$ cat config.mk
export PLATFORM = sky130hd
export DESIGN_NAME = fetch_stage
export DESIGN_NICKNAME = d
export VERILOG_FILES = /design/src/rtl/riscv_pkg.sv /design/src/rtl/pc_reg.sv /design/src/rtl/fetch_stage.sv
export SDC_FILE = /design/constraint.sdc
export NUM_CORES = 1
export LEC_CHECK = 0
export BUFFER_PORTS_ARGS = -buffer_cell sky130_fd_sc_hd__buf_4
export CAP_MARGIN = 20
export CORE_MARGIN = 8
export CORE_UTILIZATION = 55
export CTS_BUF_LIST = sky130_fd_sc_hd__clkbuf_4 sky130_fd_sc_hd__clkbuf_8
export CTS_CLUSTER_DIAMETER = 60
export CTS_CLUSTER_SIZE = 30
export DETAILED_ROUTE_END_ITERATION = 6
export PLACE_DENSITY = 0.9
export SYNTH_ARGS = -nofsm -noshare
export SYNTH_HDL_FRONTEND = slang
export SYNTH_SLANG_ARGS = --single-unit
$ cat constraint.sdc
create_clock -name clk -period 3.3 [get_ports clk]
set_clock_uncertainty 0.1 [all_clocks]
set_input_delay 0.495 -clock clk [delete_from_list [all_inputs] [get_ports clk]]
set_output_delay 0.495 -clock clk [all_outputs]
set_load 0.02 [all_outputs]
$ cat src/rtl/riscv_pkg.sv
// Shared RV32I pipeline definitions: widths, reset/bubble constants and the
// IF/ID pipeline register layout consumed by the decode stage.
package riscv_pkg;

  localparam int XLEN = 32;

  // addi x0,x0,0 -- the canonical bubble
  localparam logic [31:0] NOP_INSTR = 32'h0000_0013;

  localparam logic [31:0] RESET_PC_DEFAULT = 32'h0000_0000;

  typedef struct packed {
    logic [31:0] instr;
    logic [31:0] pc;
    logic [31:0] pc_plus4;
    logic        valid;
  } if_id_t;

  // Instructions are word aligned; the low two address bits are dropped
  // rather than trapped.
  function automatic logic [31:0] word_align(input logic [31:0] addr);
    return {addr[31:2], 2'b00};
  endfunction

endpackage

$ cat src/rtl/pc_reg.sv
// Program counter with next-PC selection: an EX redirect wins over a
// hazard stall, otherwise the PC walks sequentially (wrapping at 2^32).
module pc_reg
  import riscv_pkg::*;
#(
  parameter logic [31:0] RESET_PC = RESET_PC_DEFAULT
) (
  input  logic            clk,
  input  logic            rst,
  input  logic            stall,
  input  logic            redirect,
  input  logic [XLEN-1:0] redirect_target,
  output logic [XLEN-1:0] pc
);

  logic [XLEN-1:0] next_pc;

  // Next-PC mux: redirect > stall > sequential
  always_comb begin
    next_pc = pc;
    if (redirect) begin
      next_pc = word_align(redirect_target);
    end else if (stall) begin
      next_pc = pc;
    end else begin
      next_pc = pc + 32'd4;
    end
  end

  // PC register, asynchronously forced to the reset vector
  always_ff @(posedge clk or negedge rst) begin
    if (!rst) begin
      pc <= RESET_PC;
    end else begin
      pc <= next_pc;
    end
  end

endmodule

$ cat src/rtl/fetch_stage.sv
// Instruction-fetch stage: drives the PC onto the combinational instruction
// memory and registers the returned word into IF/ID for decode.
module fetch_stage
#(
  parameter logic [31:0] RESET_PC  = riscv_pkg::RESET_PC_DEFAULT,
  parameter logic [31:0] NOP_INSTR = riscv_pkg::NOP_INSTR
) (
  input  logic        clk,
  input  logic        rst,
  input  logic        stall_f,
  input  logic        stall_d,
  input  logic        flush_d,
  input  logic        redirect,
  input  logic [31:0] redirect_target,
  output logic [31:0] imem_addr,
  input  logic [31:0] imem_rdata,
  output logic [31:0] instr_d,
  output logic [31:0] pc_d,
  output logic [31:0] pc_plus4_d,
  output logic        valid_d,
  output logic [31:0] fetch_count
);

  import riscv_pkg::*;

  localparam if_id_t BUBBLE = '{
    instr:    NOP_INSTR,
    pc:       32'h0000_0000,
    pc_plus4: 32'h0000_0000,
    valid:    1'b0
  };

  logic [XLEN-1:0] pc_f;
  if_id_t          if_id;
  logic [31:0]     count;

  pc_reg #(
    .RESET_PC(RESET_PC)
  ) u_pc_reg (
    .clk            (clk),
    .rst            (rst),
    .stall          (stall_f),
    .redirect       (redirect),
    .redirect_target(redirect_target),
    .pc             (pc_f)
  );

  assign imem_addr = pc_f;

  // IF/ID register and accepted-instruction counter. A redirect squashes
  // the wrong-path word in fetch, and any squash overrides a decode stall.
  always_ff @(posedge clk or negedge rst) begin
    if (!rst) begin
      if_id <= BUBBLE;
      count <= 32'd0;
    end else if (flush_d || redirect) begin
      if_id <= BUBBLE;
    end else if (stall_d) begin
      if_id <= if_id;
    end else begin
      if_id <= '{
        instr:    imem_rdata,
        pc:       pc_f,
        pc_plus4: pc_f + 32'd4,
        valid:    1'b1
      };
      count <= count + 32'd1;
    end
  end

  assign instr_d     = if_id.instr;
  assign pc_d        = if_id.pc;
  assign pc_plus4_d  = if_id.pc_plus4;
  assign valid_d     = if_id.valid;
  assign fetch_count = count;

endmodule

======== Word level (Yosys, flattened, before mapping) ========
Cells that the tools add are included.
storage, ports and cells
  input bits .............................. 70
  word-level logic and storage cells ...... 18
  register bits after elaboration ......... 161
operators by class
  mux-type cells .......................... 4
  eq/ne operators ......................... 2
  bitwise gates (word level) .............. 2
  reduce and logical (&&, ||, !) cells .... 2
  add/sub/neg operators ................... 2
operator list
  kind                     number
  $mux W97                 2
  $mux W32                 2
  $add A32 B1 Y32 const B  1
  $add A32 B3 Y32 const B  1
  $ne A2 B1 Y1 const B     2
  $not A1 Y1               2
  $reduce_and A2 Y1        1
  $logic_or A1 B1 Y1       1

======== Longest topological paths before layout ========
Gate-level depths: netlist of run 1.
  word-level depth ........................ 3
  depth in mapped cells ................... 7
  depth with buffers taken out ............ 5

======== Modules after synthesis ========
Synthesis of run 1 repeated with hierarchy kept, for this count alone.
unflattened totals
  cell total of the unflattened synthesis .. 647
  area, all modules ....................... 7070.5 um2
by module, submodules not included
  module       times used  cells an instance  sequential area each (um2)  area each (um2)
  fetch_stage  1           453                3181.8                      5308.8
  pc_reg       1           194                750.7                       1761.7

======== Worst setup path after synthesis of run 1 ========
Ideal clock, no wire load.
  kind .................................... flip-flop to flip-flop
  start ................................... register u_pc_reg.pc[8]
  end ..................................... register u_pc_reg.pc[27]
  library setup time ...................... 0.082 ns
  cell stages (with the launch flop) ...... 7
  data arrival time ....................... 2.127 ns
  required time ........................... 3.118 ns
  path slack .............................. 0.991 ns
  path through ............................ dfrtp_1 buf_2 nand4_4 or4_4 buf_6 or4_1 a31oi_1
on the way
  word-level cells in the longest chain between the ends .. 3
ends and longest elaborated chain
  item                    line          RTL
  start, declared         pc_reg.sv:13  output logic [XLEN-1:0] pc
  start signal, assigned  pc_reg.sv:35  pc <= next_pc;
  $add A32 B3 Y32         pc_reg.sv:26  next_pc = pc + 32'd4;
  $mux W32                pc_reg.sv:23  end else if (stall) begin
  $mux W32                pc_reg.sv:21  if (redirect) begin
No other way between the ends. The select of a mux whose other input is x is not followed.
A chain may end at the register's enable or synchronous reset.

======== Worst setup path in the final report of run 1 ========
  start ................................... register u_pc_reg.pc[2]
  end ..................................... register u_pc_reg.pc[22]
Same word-level chain as after synthesis.

==> out/qor.yml, run 1 <==
worst_r2r_path_depth: 5
area_delta_synth_final_pct: 30.9
endpoint_kind: "flip-flop"
mappedNetlistArea_um2: 7180
cp_cell_sequence: "ha_1, nand2b_1, or4_1, or4_1, a31oi_1"
detail_route.wl_per_cell_um: 20.3
average_via_count_per_standard_cell: 6.16
max_cap_viol_count: 0
worstSetupPathType: "flip-flop to flip-flop"
hold_viol_final: 0
clock_path_buffers: 2
worst_pin_slew_ps: 978
power-per-cell-area_nw_per_um2: 481
worstPathMaxFanout: 10
max_freq_mhz: 397
layout-drive-gt1-share_pct: 30.8
finalInstanceArea_um2: 9410
critPathLaunchType: "flip-flop"
floorplan.die.width_um: 130
rsz0062_at_grt: "no"
cp_max_stage_delay_ps: 650
dp_hpwl_um: 15800
postSynthAreaPerCell_um2: 10.4
htree_num_levels: 4
critPathMostFrequentCell: "sky130_fd_sc_hd__or4_1"
synth-seq-cells: 155
regToRegEndpoint: "u_pc_reg.pc[22]"
die_h_um: 130
global_route.usage.total_pct: 26.3
die_area_um2: 17000
worstSetupPathDepth: 5
relSlewSlack_pct: 34.8
cts.sinks: 155
post-synth-top-area-cell: "sky130_fd_sc_hd__dfrtp_1"
routabilityCongestion: 0.892
antenna_violations_before_repair: 0
drv_slew: 0
port_buffers: 222
critical_path.n_buffers_inverters: 0
yosysSeqAreaShare_pct: 54.0
finalCriticalPeriod_ps: 2520
cts_tree: "built"
core_um2: 12700
reg2reg_setup_slack_ps: 780
num_antenna_cells: 0
crit_start: "u_pc_reg.pc[2]"
placed_cell_area_um2: 8940
synth-main-ff-cell: "sky130_fd_sc_hd__dfrtp_1"
grt_remaining_overflow: 0
detail_route.first_pass.iterations: 5
first_global_vias: 6282
num_io_pins: 231
timing.critical_path.required_ps: 3570
number_of_endpoints_failing_setup_at_the_final_stage: 0
synth-edff-count: 0
vias: 6633
critPathTopFamily: "simple AND/OR/NAND/NOR gates"
crit_path_top_delay_cell: "sky130_fd_sc_hd__or4_1"
clock_insertion_delay_worst_skew_ps: 450
route.final.wire_length_um: 21800
worstSetupEndpoint: "u_pc_reg.pc[22]"
cellLeakagePower_nw: 4.46
post_cts_resize_count: 0
cts_root_buffer: "sky130_fd_sc_hd__clkbuf_8"
timing.rr.start: "u_pc_reg.pc[2]"
ir_drop_uv: 304
antenna_violating_nets_post_route: 0
async_reset_ff_share_pct: 100
drt_drc_violations_left: 0
floorplan.rows: 41
fillers: 892
floorplan.initialDensity_pct: 56.7
final_net_count: 964
holdCritPathClass: "input pin to flip-flop"
fin_tns_setup_ps: 0
synthDominantCellAreaShare_pct: 53.0
timing.critical_path.arrival_ps: 2790
finalCoreUtilization_pct: 74.2
grt_start_max_net_pins: 75
yosysWarningCount: 0
synth.area.top_cells: "sky130_fd_sc_hd__dfrtp_1 (53%), sky130_fd_sc_hd__a22o_1 (6.2%), sky130_fd_sc_hd__xnor2_1 (4.9%)"
yosys.cell_types.count: 53
cts.reportedPaths.clkPinSlew_ps: 80
grt_pass1_wl_um: 34300
status: "complete, no violations"
synth_cells: 694
cts_made_buffers: 17
dr.first_iter.drc_count: 778
final_min_period_over_clock_period_pct: 76.4
[per-stage QoR]
step / hold slack [ps] / setup WS [ps] / cells / power, W
after floorplan: 99.4 / 991 / 699 / 0.00254
after global placement: 353 / 702 / 1044 / 0.00289
after detailed placement: 359 / 717 / 1044 / 0.00291
after CTS: 123 / 842 / 1077 / 0.00453
after global routing: 138 / 729 / 1077 / 0.00469
final: 140 / 780 / 1077 / 0.00452
[per-layer routing]
metal	track usage, %	wire (um)
met4	12.2	741
met1	34.1	8590
met2	41.9	10600
met3	5.06	1950
met5	0	0
[Yosys cell counts, drive strengths merged, types with 10 or more instances]
cell      n
nor2     35
o31ai    11
o21ai    30
nand3    40
o211ai   10
xnor2    40
dfrtp   152
a31oi    16
clkbuf   37
nand4    26
xor2     11
nor3     15
or4      20
a22o     51
nand2    79
buf      25
nor4     12
and4     10
[worst register-to-register path: stages (launching register included)]
cell and delay, ps:
sky130_fd_sc_hd__dfrtp_1 560, sky130_fd_sc_hd__ha_1 310, sky130_fd_sc_hd__nand2b_1 180, sky130_fd_sc_hd__or4_1 650, sky130_fd_sc_hd__or4_1 460, sky130_fd_sc_hd__a31oi_1 190
[area by class of cell]
| cell class | count | area, um2 | share of cell area, % |
|---|---|---|---|
| Clock inverter | 14 | 218 | 2.31 |
| Sequential cell | 155 | 3880 | 41.3 |
| Clock buffer | 18 | 241 | 2.57 |
| Multi-Input combinational cell | 474 | 3030 | 32.2 |
| Tap cell | 172 | 215 | 2.29 |
| Timing Repair Buffer | 236 | 1790 | 19.0 |
| Inverter | 8 | 30.0 | 0.319 |
[how the worst min path moves through the flow]
stage | cells past startpoint | slack [ps] | start | end
finish | 3 | 140 | redirect_target[11] | u_pc_reg.pc[11]
global route | 2 | 140 | imem_rdata[18] | instr_d[18]
CTS | 3 | 120 | redirect_target[11] | u_pc_reg.pc[11]
detailed placement | 1 | 360 | rst | instr_d[23]
global placement | 2 | 350 | pc_d[14] | pc_d[14]
floorplan | 0 | 100 | rst | fetch_count[0]
[report_power, final]
| group | leakage [nW] | internal (W) | switching [W] |
|---|---|---|---|
| Sequential | 2.04 | 0.00200 | 0.000163 |
| Combinational | 2.19 | 0.000301 | 0.000418 |
| Clock | 0.223 | 0.000911 | 0.000724 |
| Total | 4.46 | 0.00322 | 0.00130 |
[kinds of logic after synthesis]
logic type               count (synthesis)  synth area share [%]
AO/OA/AOI/OAI                          148                  15.4
XOR/XNOR                                51                  6.22
adder cells (fa/ha/maj)                  2                 0.348
buffers and inverters                   70                  4.23
flip-flops                             155                  54.0
multiplexers                             1                 0.139
other                                    1                0.0522
AND/OR/NAND/NOR                        266                  19.6
[layout by cell type (no fill, tap or decap), types with 3 or more instances in the layout]
master                       count
sky130_fd_sc_hd__or3_1           6
sky130_fd_sc_hd__o22a_1          3
sky130_fd_sc_hd__xor2_1         11
sky130_fd_sc_hd__and3_1          7
sky130_fd_sc_hd__a32oi_1         6
sky130_fd_sc_hd__dfrtp_1       152
sky130_fd_sc_hd__conb_1          6
sky130_fd_sc_hd__and2_1          5
sky130_fd_sc_hd__nand4_1        24
sky130_fd_sc_hd__a21oi_1         4
sky130_fd_sc_hd__a22o_1         51
sky130_fd_sc_hd__and4_1         10
sky130_fd_sc_hd__o21ai_0        30
sky130_fd_sc_hd__nand3_1        40
sky130_fd_sc_hd__xnor2_1        40
sky130_fd_sc_hd__bufinv_16       5
sky130_fd_sc_hd__o211ai_1       10
sky130_fd_sc_hd__clkinvlp_4      3
sky130_fd_sc_hd__or4_1          19
sky130_fd_sc_hd__a221o_1         3
sky130_fd_sc_hd__clkbuf_8       17
sky130_fd_sc_hd__dfstp_2         3
sky130_fd_sc_hd__buf_4         233
sky130_fd_sc_hd__inv_1           7
sky130_fd_sc_hd__nor3_1         14
sky130_fd_sc_hd__o311ai_0        3
sky130_fd_sc_hd__nor4_1         10
sky130_fd_sc_hd__nor2_1         35
sky130_fd_sc_hd__a211o_1         3
sky130_fd_sc_hd__a2bb2oi_1       3
sky130_fd_sc_hd__a31oi_1        16
sky130_fd_sc_hd__nand2_1        79
sky130_fd_sc_hd__o31ai_1        11
[timing repair]
item | CTS | global route
setup buffers | 0 | 0
endpoints found under the hold margin | 48 | 0
hold buffers | 1 | 0
(Power assumes the default switching activity.)
==> inputs of run 2 (changes only) <==
--- a/config.mk
+++ b/config.mk
@@ -5,15 +5,16 @@
 export SDC_FILE = /design/constraint.sdc
 export NUM_CORES = 1
 export LEC_CHECK = 0
+export ABC_AREA = 1
 export BUFFER_PORTS_ARGS = -buffer_cell sky130_fd_sc_hd__buf_4
 export CAP_MARGIN = 20
 export CORE_MARGIN = 8
-export CORE_UTILIZATION = 55
+export CORE_UTILIZATION = 48
 export CTS_BUF_LIST = sky130_fd_sc_hd__clkbuf_4 sky130_fd_sc_hd__clkbuf_8
 export CTS_CLUSTER_DIAMETER = 60
 export CTS_CLUSTER_SIZE = 30
 export DETAILED_ROUTE_END_ITERATION = 6
-export PLACE_DENSITY = 0.9
+export PLACE_DENSITY = 0.83
 export SYNTH_ARGS = -nofsm -noshare
 export SYNTH_HDL_FRONTEND = slang
 export SYNTH_SLANG_ARGS = --single-unit
==> constraint.sdc (replaced) <==
create_clock -name clk -period 2.2 [get_ports clk]
set_clock_uncertainty 0.1 [all_clocks]
set_input_delay 0.33 -clock clk [delete_from_list [all_inputs] [get_ports clk]]
set_output_delay 0.33 -clock clk [all_outputs]
set_load 0.02 [all_outputs]
==> run 2 against run 1 <==
  * Die area increased by 17%
  * Global-route usage decreased by 2.6 points
  * Clock power increased by 38%
  * Final area increased by 9.6%
  * Critical path depth increased by 3
  * Synthesized cell count increased by 34%
==> out/qor.yml, run 2 <==
status: "complete, no violations"  # unchanged
mappedNetlistArea_um2: 7520  # was 7180 um2
endpoint_kind: "flip-flop"  # unchanged
finalInstanceArea_um2: 10300  # was 9410 um2
worst_pin_slew_ps: 544  # was 978 ps
yosys-top-cells-count: "sky130_fd_sc_hd__nand2_1 (358), sky130_fd_sc_hd__dfrtp_1 (152), sky130_fd_sc_hd__inv_1 (80), sky130_fd_sc_hd__nor2_1 (80), sky130_fd_sc_hd__o21ai_0 (60)"  # was sky130_fd_sc_hd__dfrtp_1 (152), sky130_fd_sc_hd__nand2_1 (79), sky130_fd_sc_hd__a22o_1 (51), sky130_fd_sc_hd__nand3_1 (40), sky130_fd_sc_hd__xnor2_1 (40)
num_io_pins: 231  # unchanged
critPathLaunchType: "flip-flop"  # unchanged
final_net_count: 1269  # was 964
yosysSeqAreaShare_pct: 51.6  # was 54.0%
route.final.wire_length_um: 23400  # was 21800 um
postSynthAreaPerCell_um2: 8.07  # was 10.4 um2
port_buffers: 222  # unchanged
detail_route.wl_per_cell_um: 16.5  # was 20.3 um
holdCritPathClass: "input pin to flip-flop"  # unchanged
synth.area.top_cells: "sky130_fd_sc_hd__dfrtp_1 (51%), sky130_fd_sc_hd__nand2_1 (18%), sky130_fd_sc_hd__inv_1 (4.0%)"  # was sky130_fd_sc_hd__dfrtp_1 (53%), sky130_fd_sc_hd__a22o_1 (6.2%), sky130_fd_sc_hd__xnor2_1 (4.9%)
postCtsSetupBuffers: 0  # unchanged
cts.reportedPaths.clkPinSlew_ps: 100  # was 80 ps
detail_route.first_pass.iterations: 5  # unchanged
yosysWarningCount: 0  # unchanged
placed_cell_area_um2: 9490  # was 8940 um2
synth_xor_xnor_area_share_pct: 3.59  # was 6.22%
timing.critical_path.arrival_ps: 2120  # was 2790 ps
floorplan.rows: 45  # was 41
ir_drop_uv: 389  # was 304 uV
die_area_um2: 19900  # was 17000 um2
antenna_violating_nets_post_route: 0  # unchanged
post_cts_resize_count: 0  # unchanged
cellLeakagePower_nw: 5.25  # was 4.46 nW
synth-simple-area-share_pct: 29.0  # was 19.6%
floorplan.die.width_um: 141  # was 130 um
power-per-cell-area_nw_per_um2: 649  # was 481 nW/um2
area_delta_synth_final_pct: 37.0  # was 30.9%
synthDominantCellAreaShare_pct: 50.6  # was 53.0%
core_um2: 15300  # was 12700 um2
clock_insertion_delay_worst_skew_ps: 470  # was 450 ps
cts_made_buffers: 17  # unchanged
synth_fa_ha_area_share_pct: 0.333  # was 0.348%
clock_path_buffers: 2  # unchanged
dr.first_iter.drc_count: 457  # was 778
max_cap_viol_count: 0  # unchanged
global_route.usage.total_pct: 23.6  # was 26.3%
cts_tree: "built"  # unchanged
grt.met2_usage_pct: 39.0  # was 41.9%
layout.cells.most_common_list: "sky130_fd_sc_hd__nand2_1 (358), sky130_fd_sc_hd__buf_4 (227), sky130_fd_sc_hd__dfrtp_1 (152)"  # was sky130_fd_sc_hd__buf_4 (233), sky130_fd_sc_hd__dfrtp_1 (152), sky130_fd_sc_hd__nand2_1 (79)
synth-main-ff-cell: "sky130_fd_sc_hd__dfrtp_1"  # unchanged
floorplan.initialDensity_pct: 49.3  # was 56.7%
layout-drive-gt1-share_pct: 25.2  # was 30.8%
fin_tns_setup_ps: 0  # unchanged
drv_slew: 0  # unchanged
grt_remaining_overflow: 0  # unchanged
dp_hpwl_um: 16300  # was 15800 um
most_frequent_standard_cell_in_the_layout_excluding_fill_and_tap_cells: "sky130_fd_sc_hd__nand2_1"  # was sky130_fd_sc_hd__buf_4
number_of_endpoints_failing_setup_at_the_final_stage: 0  # unchanged
max_freq_mhz: 538  # was 397 MHz
grt_pass1_wl_um: 37500  # was 34300 um
routabilityCongestion: 0.932  # was 0.892
antenna_violations_before_repair: 0  # unchanged
worstPathMaxFanout: 6  # was 10
grt_busiest_layer: "met2"  # unchanged
worstSetupPathType: "flip-flop to flip-flop"  # unchanged
yosys.cell_types.count: 31  # was 53
grt_start_max_net_pins: 51  # was 75
vias: 7235  # was 6633
hold_viol_final: 0  # unchanged
synth_cells: 932  # was 694
grtUsageMet3_pct: 7.39  # was 5.06%
finalCriticalPeriod_ps: 1860  # was 2520 ps
synth.area.mux_share_pct: 0  # was 0.139%
cts_root_buffer: "sky130_fd_sc_hd__clkbuf_8"  # unchanged
synth-compound-area-share_pct: 9.07  # was 15.4%
htree_num_levels: 4  # unchanged
async_reset_ff_share_pct: 100  # unchanged
die_h_um: 141  # was 130 um
synth-edff-count: 0  # unchanged
first_global_vias: 7232  # was 6282
global_route.usage.met1_pct: 28.2  # was 34.1%
post-synth-top-area-cell: "sky130_fd_sc_hd__dfrtp_1"  # unchanged
num_antenna_cells: 0  # unchanged
synth_top_family_by_area: "simple AND/OR/NAND/NOR gates"  # unchanged
timing.critical_path.required_ps: 2460  # was 3570 ps
drt_drc_violations_left: 0  # unchanged
final_min_period_over_clock_period_pct: 84.4  # was 76.4%
cts_hold_buffers: 40  # was 1
rsz0062_at_grt: "no"  # unchanged
synth-seq-cells: 155  # unchanged
cts.sinks: 155  # unchanged
average_via_count_per_standard_cell: 5.09  # was 6.16
relSlewSlack_pct: 63.8  # was 34.8%
yosys.cell_count.top_type: "sky130_fd_sc_hd__nand2_1"  # was sky130_fd_sc_hd__dfrtp_1
totalPowerFinal_w: 0.00669  # was 0.00452 W
## run 2: cell type report
class	instances	area, um2
fillers	1202	4950
clock buffers	17	234
flip-flops and latches	155	3880
multi-input cells	664	3190
well taps	211	264
clock inverters	15	183
inverters	85	319
repair buffers	274	2240
## run 2: kinds of logic (layout without fill, tap and decap cells)
kind of cell,after synthesis,after routing
and+or+nand+nor,521,521
DFF,155,155
buffers and inverters,118,391
AOI/OAI and AO/OA,105,105
xor gates and xnor gates,30,30
adders and majority gates,2,2
other,1,6
## run 2: worst max-delay path: stages (launching register included)
cell                      delay [ps]
sky130_fd_sc_hd__dfrtp_1         450
sky130_fd_sc_hd__ha_1            240
sky130_fd_sc_hd__nand2_2          90
sky130_fd_sc_hd__nor2_4          140
sky130_fd_sc_hd__nand2_2         160
sky130_fd_sc_hd__nor2_4          250
sky130_fd_sc_hd__nand3_1         140
sky130_fd_sc_hd__nand3_1         110
sky130_fd_sc_hd__nand2_1          60
## run 2: final timing paths
check / to / start / slack [ps] / cells past startpoint
hold / removal: u_pc_reg.pc[20] / redirect_target[20] / 50 / 5
setup reg to reg: u_pc_reg.pc[26] / u_pc_reg.pc[3] / 340 / 8
max in group asynchronous: instr_d[1] / rst / 1100 / 3
hold reg to reg: pc_plus4_d[31] / pc_plus4_d[31] / 390 / 2
setup / recovery: u_pc_reg.pc[26] / u_pc_reg.pc[3] / 340 / 8
min in group asynchronous: fetch_count[11] / rst / 260 / 2
## run 2: where the power goes
| group | total [W] | leakage [nW] | internal, W | switching (W) |
|---|---|---|---|---|
| logic | 0.00122 | 2.98 | 0.000501 | 0.000719 |
| clock network | 0.00226 | 0.206 | 0.00105 | 0.00121 |
| registers | 0.00321 | 2.07 | 0.00301 | 0.000203 |
## run 2: layer usage
metal | wire length (um) | up-vias
li1 | - | 3457
met1 | 9520 | 3440
met2 | 11100 | 283
met3 | 1980 | 55
met4 | 788 | 0
met5 | 0 | -
## run 2: through the flow
step / worst slack, ps / std cells / hold slack (ps) / utilization, %
after floorplan: 480 / 937 / -65.6 / -
after global placement: 450 / 1349 / 169 / 62.2
after detailed placement: 372 / 1349 / 172 / 62.2
after CTS: 361 / 1421 / 36.8 / 67.5
after global routing: 243 / 1421 / 62.5 / 67.5
final: 343 / 1421 / 52.7 / 67.5
